$ cat src/rtl/cpu_div_pkg.sv
`default_nettype none
// ============================================================================
//  Package     : cpu_div_pkg
//  Description : Shared types and constants for the sequential divider.
//  Revision    : 1.0 - initial release
// ============================================================================
package cpu_div_pkg;

  localparam int DIV_WIDTH     = 32;
  localparam int DIV_CNT_WIDTH = $clog2(DIV_WIDTH + 1);

  typedef enum logic [1:0] {
    IDLE  = 2'd0,
    CALC  = 2'd1,
    FIXUP = 2'd2,
    DONE  = 2'd3
  } div_state_t;

endpackage
`default_nettype wire

$ cat src/rtl/div_step.sv
`default_nettype none
// ============================================================================
//  Module      : div_step
//  Description : One combinational restoring-division iteration on
//                unsigned magnitudes.
//  Revision    : 1.0 - initial release
// ============================================================================
module div_step #(
  parameter int WIDTH = 32
) (
  input  logic [WIDTH-1:0] rem,
  input  logic [WIDTH-1:0] quo,
  input  logic [WIDTH-1:0] divisor,
  output logic [WIDTH-1:0] rem_next,
  output logic [WIDTH-1:0] quo_next
);

  logic [WIDTH:0] w_shifted;
  logic [WIDTH:0] w_trial;
  logic           w_fits;

  // Shift {rem,quo} left, trial-subtract and restore when the trial goes negative.
  // A set rem MSB means the shifted value exceeds any WIDTH-bit divisor, so the
  // trial always fits even though its sign bit looks negative (divide-by-zero).
  always_comb begin
    w_shifted = {rem, quo[WIDTH-1]};
    w_trial   = w_shifted - {1'b0, divisor};
    w_fits    = rem[WIDTH-1] | ~w_trial[WIDTH];
    rem_next  = w_fits ? w_trial[WIDTH-1:0] : w_shifted[WIDTH-1:0];
    quo_next  = {quo[WIDTH-2:0], w_fits};
  end

endmodule
`default_nettype wire

$ cat src/rtl/div_seq_unit.sv
`default_nettype none
// ============================================================================
//  Module      : div_seq_unit
//  Description : Multi-cycle restoring divider for DIV/DIVU. Produces
//                {remainder, quotient} with a one-cycle HI/LO write strobe.
//  Revision    : 1.0 - initial release
// ============================================================================
module div_seq_unit
  import cpu_div_pkg::*;
#(
  parameter int WIDTH = DIV_WIDTH
) (
  input  logic               clk,
  input  logic               reset,
  input  logic               start,
  input  logic               is_signed,
  input  logic [WIDTH-1:0]   dividend,
  input  logic [WIDTH-1:0]   divisor,
  output logic               busy,
  output logic [2*WIDTH-1:0] div_ans,
  output logic               hilo_we,
  output logic               div_by_zero
);

  localparam int CNT_WIDTH = $clog2(WIDTH + 1);

  div_state_t           r_state;
  div_state_t           w_stateNext;
  logic [CNT_WIDTH-1:0] r_cnt;
  logic [WIDTH-1:0]     r_rem;
  logic [WIDTH-1:0]     r_quo;
  logic [WIDTH-1:0]     r_divisor;
  logic [WIDTH-1:0]     r_dividendRaw;
  logic                 r_negQuo;
  logic                 r_negRem;
  logic                 r_divZero;
  logic                 r_divByZero;
  logic [2*WIDTH-1:0]   r_divAns;

  logic [WIDTH-1:0]     w_dividendMag;
  logic [WIDTH-1:0]     w_divisorMag;
  logic [WIDTH-1:0]     w_remNext;
  logic [WIDTH-1:0]     w_quoNext;
  logic [WIDTH-1:0]     w_remFix;
  logic [WIDTH-1:0]     w_quoFix;
  logic [2*WIDTH-1:0]   w_fixedAns;

  div_step #(
    .WIDTH (WIDTH)
  ) u_step (
    .rem      (r_rem),
    .quo      (r_quo),
    .divisor  (r_divisor),
    .rem_next (w_remNext),
    .quo_next (w_quoNext)
  );

  // Operand magnitudes on the way in, sign correction on the way out.
  // Divide-by-zero keeps the raw datapath result: all-ones quotient, raw dividend.
  always_comb begin
    w_dividendMag = (is_signed & dividend[WIDTH-1]) ? -dividend : dividend;
    w_divisorMag  = (is_signed & divisor[WIDTH-1])  ? -divisor  : divisor;
    w_quoFix      = r_negQuo ? -r_quo : r_quo;
    w_remFix      = r_negRem ? -r_rem : r_rem;
    w_fixedAns    = r_divZero ? {r_dividendRaw, {WIDTH{1'b1}}} : {w_remFix, w_quoFix};
  end

  // State register.
  always_ff @(posedge clk) begin
    if (reset) r_state <= IDLE;
    else       r_state <= w_stateNext;
  end

  // Next-state logic: IDLE -> CALC (WIDTH steps) -> FIXUP -> DONE -> IDLE.
  always_comb begin
    w_stateNext = r_state;
    case (r_state)
      IDLE:    if (start) w_stateNext = CALC;
      CALC:    if (r_cnt == CNT_WIDTH'(1)) w_stateNext = FIXUP;
      FIXUP:   w_stateNext = DONE;
      DONE:    w_stateNext = IDLE;
      default: w_stateNext = IDLE;
    endcase
  end

  // Outputs decoded from state; div_ans and div_by_zero come straight from registers.
  always_comb begin
    busy        = (r_state != IDLE);
    hilo_we     = (r_state == DONE);
    div_ans     = r_divAns;
    div_by_zero = r_divByZero;
  end

  // Datapath: operand capture, one iteration per CALC cycle, result load in FIXUP.
  always_ff @(posedge clk) begin
    if (reset) begin
      r_cnt         <= '0;
      r_rem         <= '0;
      r_quo         <= '0;
      r_divisor     <= '0;
      r_dividendRaw <= '0;
      r_negQuo      <= 1'b0;
      r_negRem      <= 1'b0;
      r_divZero     <= 1'b0;
      r_divByZero   <= 1'b0;
      r_divAns      <= '0;
    end else begin
      // Only high during DONE, since it is loaded solely on the FIXUP cycle.
      r_divByZero <= (r_state == FIXUP) & r_divZero;
      case (r_state)
        IDLE: begin
          if (start) begin
            r_rem         <= '0;
            r_quo         <= w_dividendMag;
            r_divisor     <= w_divisorMag;
            r_dividendRaw <= dividend;
            r_negQuo      <= is_signed & (dividend[WIDTH-1] ^ divisor[WIDTH-1]);
            r_negRem      <= is_signed & dividend[WIDTH-1];
            r_divZero     <= (divisor == '0);
            r_cnt         <= CNT_WIDTH'(WIDTH);
          end
        end
        CALC: begin
          r_rem <= w_remNext;
          r_quo <= w_quoNext;
          r_cnt <= r_cnt - CNT_WIDTH'(1);
        end
        FIXUP:   r_divAns <= w_fixedAns;
        default: ;
      endcase
    end
  end

endmodule
`default_nettype wire
$ cat config.mk
export PLATFORM = sky130hd
export DESIGN_NAME = div_seq_unit
export DESIGN_NICKNAME = d
export VERILOG_FILES = /design/src/rtl/cpu_div_pkg.sv /design/src/rtl/div_step.sv /design/src/rtl/div_seq_unit.sv
export SDC_FILE = /design/constraint.sdc
export NUM_CORES = 1
export LEC_CHECK = 0
export ABC_CLOCK_PERIOD_IN_PS = 4300
export CORE_AREA = 2 2 153 155
export CTS_CLUSTER_SIZE = 24
export DETAILED_ROUTE_END_ITERATION = 16
export DIE_AREA = 0 0 155 157
export PLACE_DENSITY = 0.8
export SLEW_MARGIN = 20
export SYNTH_ARGS = -nofsm -noshare
export SYNTH_HDL_FRONTEND = slang
export SYNTH_SLANG_ARGS = --single-unit
$ cat constraint.sdc
create_clock -name clk -period 4.3 [get_ports clk]
set_input_delay 1.075 -clock clk [delete_from_list [all_inputs] [get_ports clk]]
set_output_delay 1.075 -clock clk [all_outputs]
set_load 0.05 [all_outputs]
==> metrics <==
status completed; CP max FO 40; met3 usage 3.387%; clock sinks 204; number of diodes 0; Worst-Margin Slew 909.1 ps; area grow syn2layout 18.51%; H-tree levels 1; height of the chip 157 µm; GR Overflow Total 0; clock root buffer clkbuf_16; crit path cell chain inv_1, ha_1, fa_1, nor2b_1, o31a_1, o221ai_1, a311o_1, nand3_1, a31oi_4, buf_12, a2111oi_0, a21oi_1, o21ai_0; PortBufs 134; # setup viols final 0; CP Class reg -> reg; Max Cap Violations 0; largest family of logic cells by synthesized area compound AO/OA/AOI/OAI gates; DRT Pass-1 Iters 5; Reg2Reg Depth 13; worst skew pair latency 530 ps; Post-DP Area 0.01384 mm²; hold_buf cts 0; startpoint types register; Slew Limit Fails 0; die width 155 µm; period utilization 84.12%; PostCTS Resize Cnt 0; antenna viol nets, final 0; Reg area 0.004086 mm²; total number of vias 11,950; Initial DRC Count 763; GR Layer Usage met1 37.00%; vias in the first global route 11,060; CTS buffer count 23; Syn Nets 1,747; Synth Area in Compound Gates 24.58%; simple-gate area share of the yosys netlist 21.12%; fmax 276.5 MHz; Max-slew headroom 39.39%; synthesized cell area 0.01233 mm²; Hold WC Path Type reg -> reg; GP Congestion 0.9275; post-route cell area 0.01461 mm²; initial antenna violation count 0; Final HPWL DP 26,020 µm; multi-input logic area 0.007642 mm²; Max rail drop VDD 439.5 µV; Arrival @ worst endpoint 4050 ps; Avg Cell Area, Syn 7.538 µm²; #FFs+latches synth 204; first-pass GRT wire length 56,740 µm; pwr dens 557.9 mW/mm²; busiest grt layer met2; Pleak 5.404 nW; Post-Synth XOR/XNOR Area 10.01%; Worst Hold Depth 2; Synth Flop Type dfxtp_1; fillers 1,936; clock skew 19.97 ps; adder-cell area share of the yosys netlist 4.424%; clk buf depth 3; CTS clk-pin slew, worst paths 60 ps; Synth async-reset ratio 0%; routed wire length 35,220 µm; r2r setup slk 680 ps; met2 GRT Util 47.94%; # rows 55; Final Critical Period 3617 ps; crit path max-delay cell type fa_1; Top Ports 135; routed vias/inst 5.934; CTS tree yes; final hold vios 0; core area 0.02250 mm²; most frequent cells in the layout nand2_1 (220), dfxtp_1 (202), nor2_1 (180); Mapped Cells 1,636; PnR Total Power 8.153 mW; Fin Setup TNS 0 ps; Tot GR Track Use 28.49%; average wire per standard cell 17.50 µm; Seq/Total Area, Yosys 33.12%; WP data required 4740 ps; worst stage delay on the critical path 420 ps; largest net degree at the start of global routing 96; layout cells sized above 1 4.688%; post-CTS setup buffers 0; drc violations 0; post-synthesis mux area share 1.623%; Post-synth EDFFs 0; CP endpoint kind register; RSZ-0062 raised after global routing false; Starting Density 54.80%; Final nets 1,826; yosys synthesis warning count 0; synth unique cells 68; commonest non-fill, non-tap cell in the layout nand2_1; full die area 0.02434 mm²
-- path summary, 6_finish.rpt --
| check | startpoint | endpoint |
|---|---|---|
| setup / recovery | r_quo[31]$_SDFFE_PP0P_ | r_rem[20]$_SDFFE_PP0P_ |
| hold / removal | r_dividendRaw[0]$_SDFFE_PP0P_ | r_dividendRaw[0]$_SDFFE_PP0P_ |
| hold reg to reg | r_dividendRaw[0]$_SDFFE_PP0P_ | r_dividendRaw[0]$_SDFFE_PP0P_ |
| setup reg to reg | r_quo[31]$_SDFFE_PP0P_ | r_rem[20]$_SDFFE_PP0P_ |
-- kinds of logic (layout without fill, tap and decap cells) --
kind of cell / Yosys count / after routing
XOR/XNOR: 141 / 141
adder cells (fa/ha/maj): 43 / 43
multiplexers: 20 / 20
flip-flops: 204 / 204
AND/OR/NAND/NOR: 567 / 567
AO/OA/AOI/OAI: 494 / 494
buffers and inverters: 167 / 259
-- metal layers --
| metal | wire length (µm) | part of all wire, % |
|---|---|---|
| met2 | 16110 | 46 |
| met3 | 2018 | 5.7 |
| met1 | 15520 | 44 |
| met5 | 0 | 0 |
| met4 | 1569 | 4.5 |
-- sequential cells by signal (all words and copies together) (netlist names) --
name           flops
div_ans           64
r_dividendRaw     32
r_divisor         32
r_quo             32
r_rem             32
r_cnt              6
r_state            2
div_by_zero        1
r_divZero          1
r_negQuo           1
r_negRem           1
-- where the power goes --
part | leakage [nW] | internal, mW | switching (mW)
Sequential | 1.67 | 2.28 | 0.330
Clock | 0.379 | 1.20 | 0.808
Combinational | 3.36 | 1.29 | 2.24
Total | 5.40 | 4.77 | 3.38
-- synth_stat cells (2+ instances only) --
cell type	instances	area, µm²
or2_2	4	25.02
buf_1	9	33.78
nor2_1	181	679.4
dfxtp_1	204	4084
nor2b_1	7	43.79
nor4bb_1	3	30.03
or3_1	19	118.9
nor4_1	9	56.30
ha_1	42	525.5
a21o_1	9	67.56
nor4_2	2	25.02
nand2b_1	34	212.7
buf_2	3	15.01
o41ai_1	17	148.9
o21ai_0	139	695.7
inv_1	65	244.0
and3_1	4	25.02
a22o_1	12	105.1
nand2_1	220	825.8
or4_1	11	82.58
xor2_1	62	543.0
o22ai_1	32	200.2
nor3_1	24	120.1
and2_1	5	31.28
nand3_1	19	95.09
nand3b_1	4	30.03
a221oi_1	2	17.52
a211oi_1	43	322.8
a31oi_1	12	75.07
a311oi_1	6	52.55
nand4b_1	6	52.55
clkbuf_1	90	337.8
o31ai_1	28	210.2
a32oi_1	7	61.31
a21oi_1	148	740.7
o21bai_1	3	22.52
a41oi_1	3	26.28
a21boi_0	3	22.52
o221ai_1	5	43.79
a2111oi_0	4	35.03
nor3b_1	3	22.52
mux2i_1	20	200.2
o211ai_1	5	37.54
o21a_1	6	45.04
xnor2_1	79	691.9
-- critical path, delay by kind of cell, from the launching register on --
kind | cells | cell delay, ps
adder cells (fa/ha/maj) | 2 | 670
AO/OA/AOI/OAI | 7 | 1830
flip-flops | 1 | 330
buffers and inverters | 2 | 320
AND/OR/NAND/NOR | 2 | 360
-- final cells by class --
cell class | count | area share (%)
clock buffers | 31 | 4.555
clock inverters | 7 | 0.7021
inverters | 65 | 1.670
multi-input cells | 1265 | 52.29
flip-flops and latches | 204 | 27.96
well taps | 285 | 2.440
repair buffers | 156 | 10.38
-- through the flow --
stage          setup WS, ps  cells  util [%]  hold WS, ps
2_1_floorplan         929.6   1636         -        431.9
3_3_place_gp          380.8   1975     61.52        443.2
3_5_place_dp          322.2   1975     61.52        447.3
4_1_cts               739.4   2013     64.94        455.6
5_1_grt               462.5   2013     64.94        470.1
6_report              683.0   2013     64.94        459.1
Note: power is estimated with default switching activity, not from simulation.
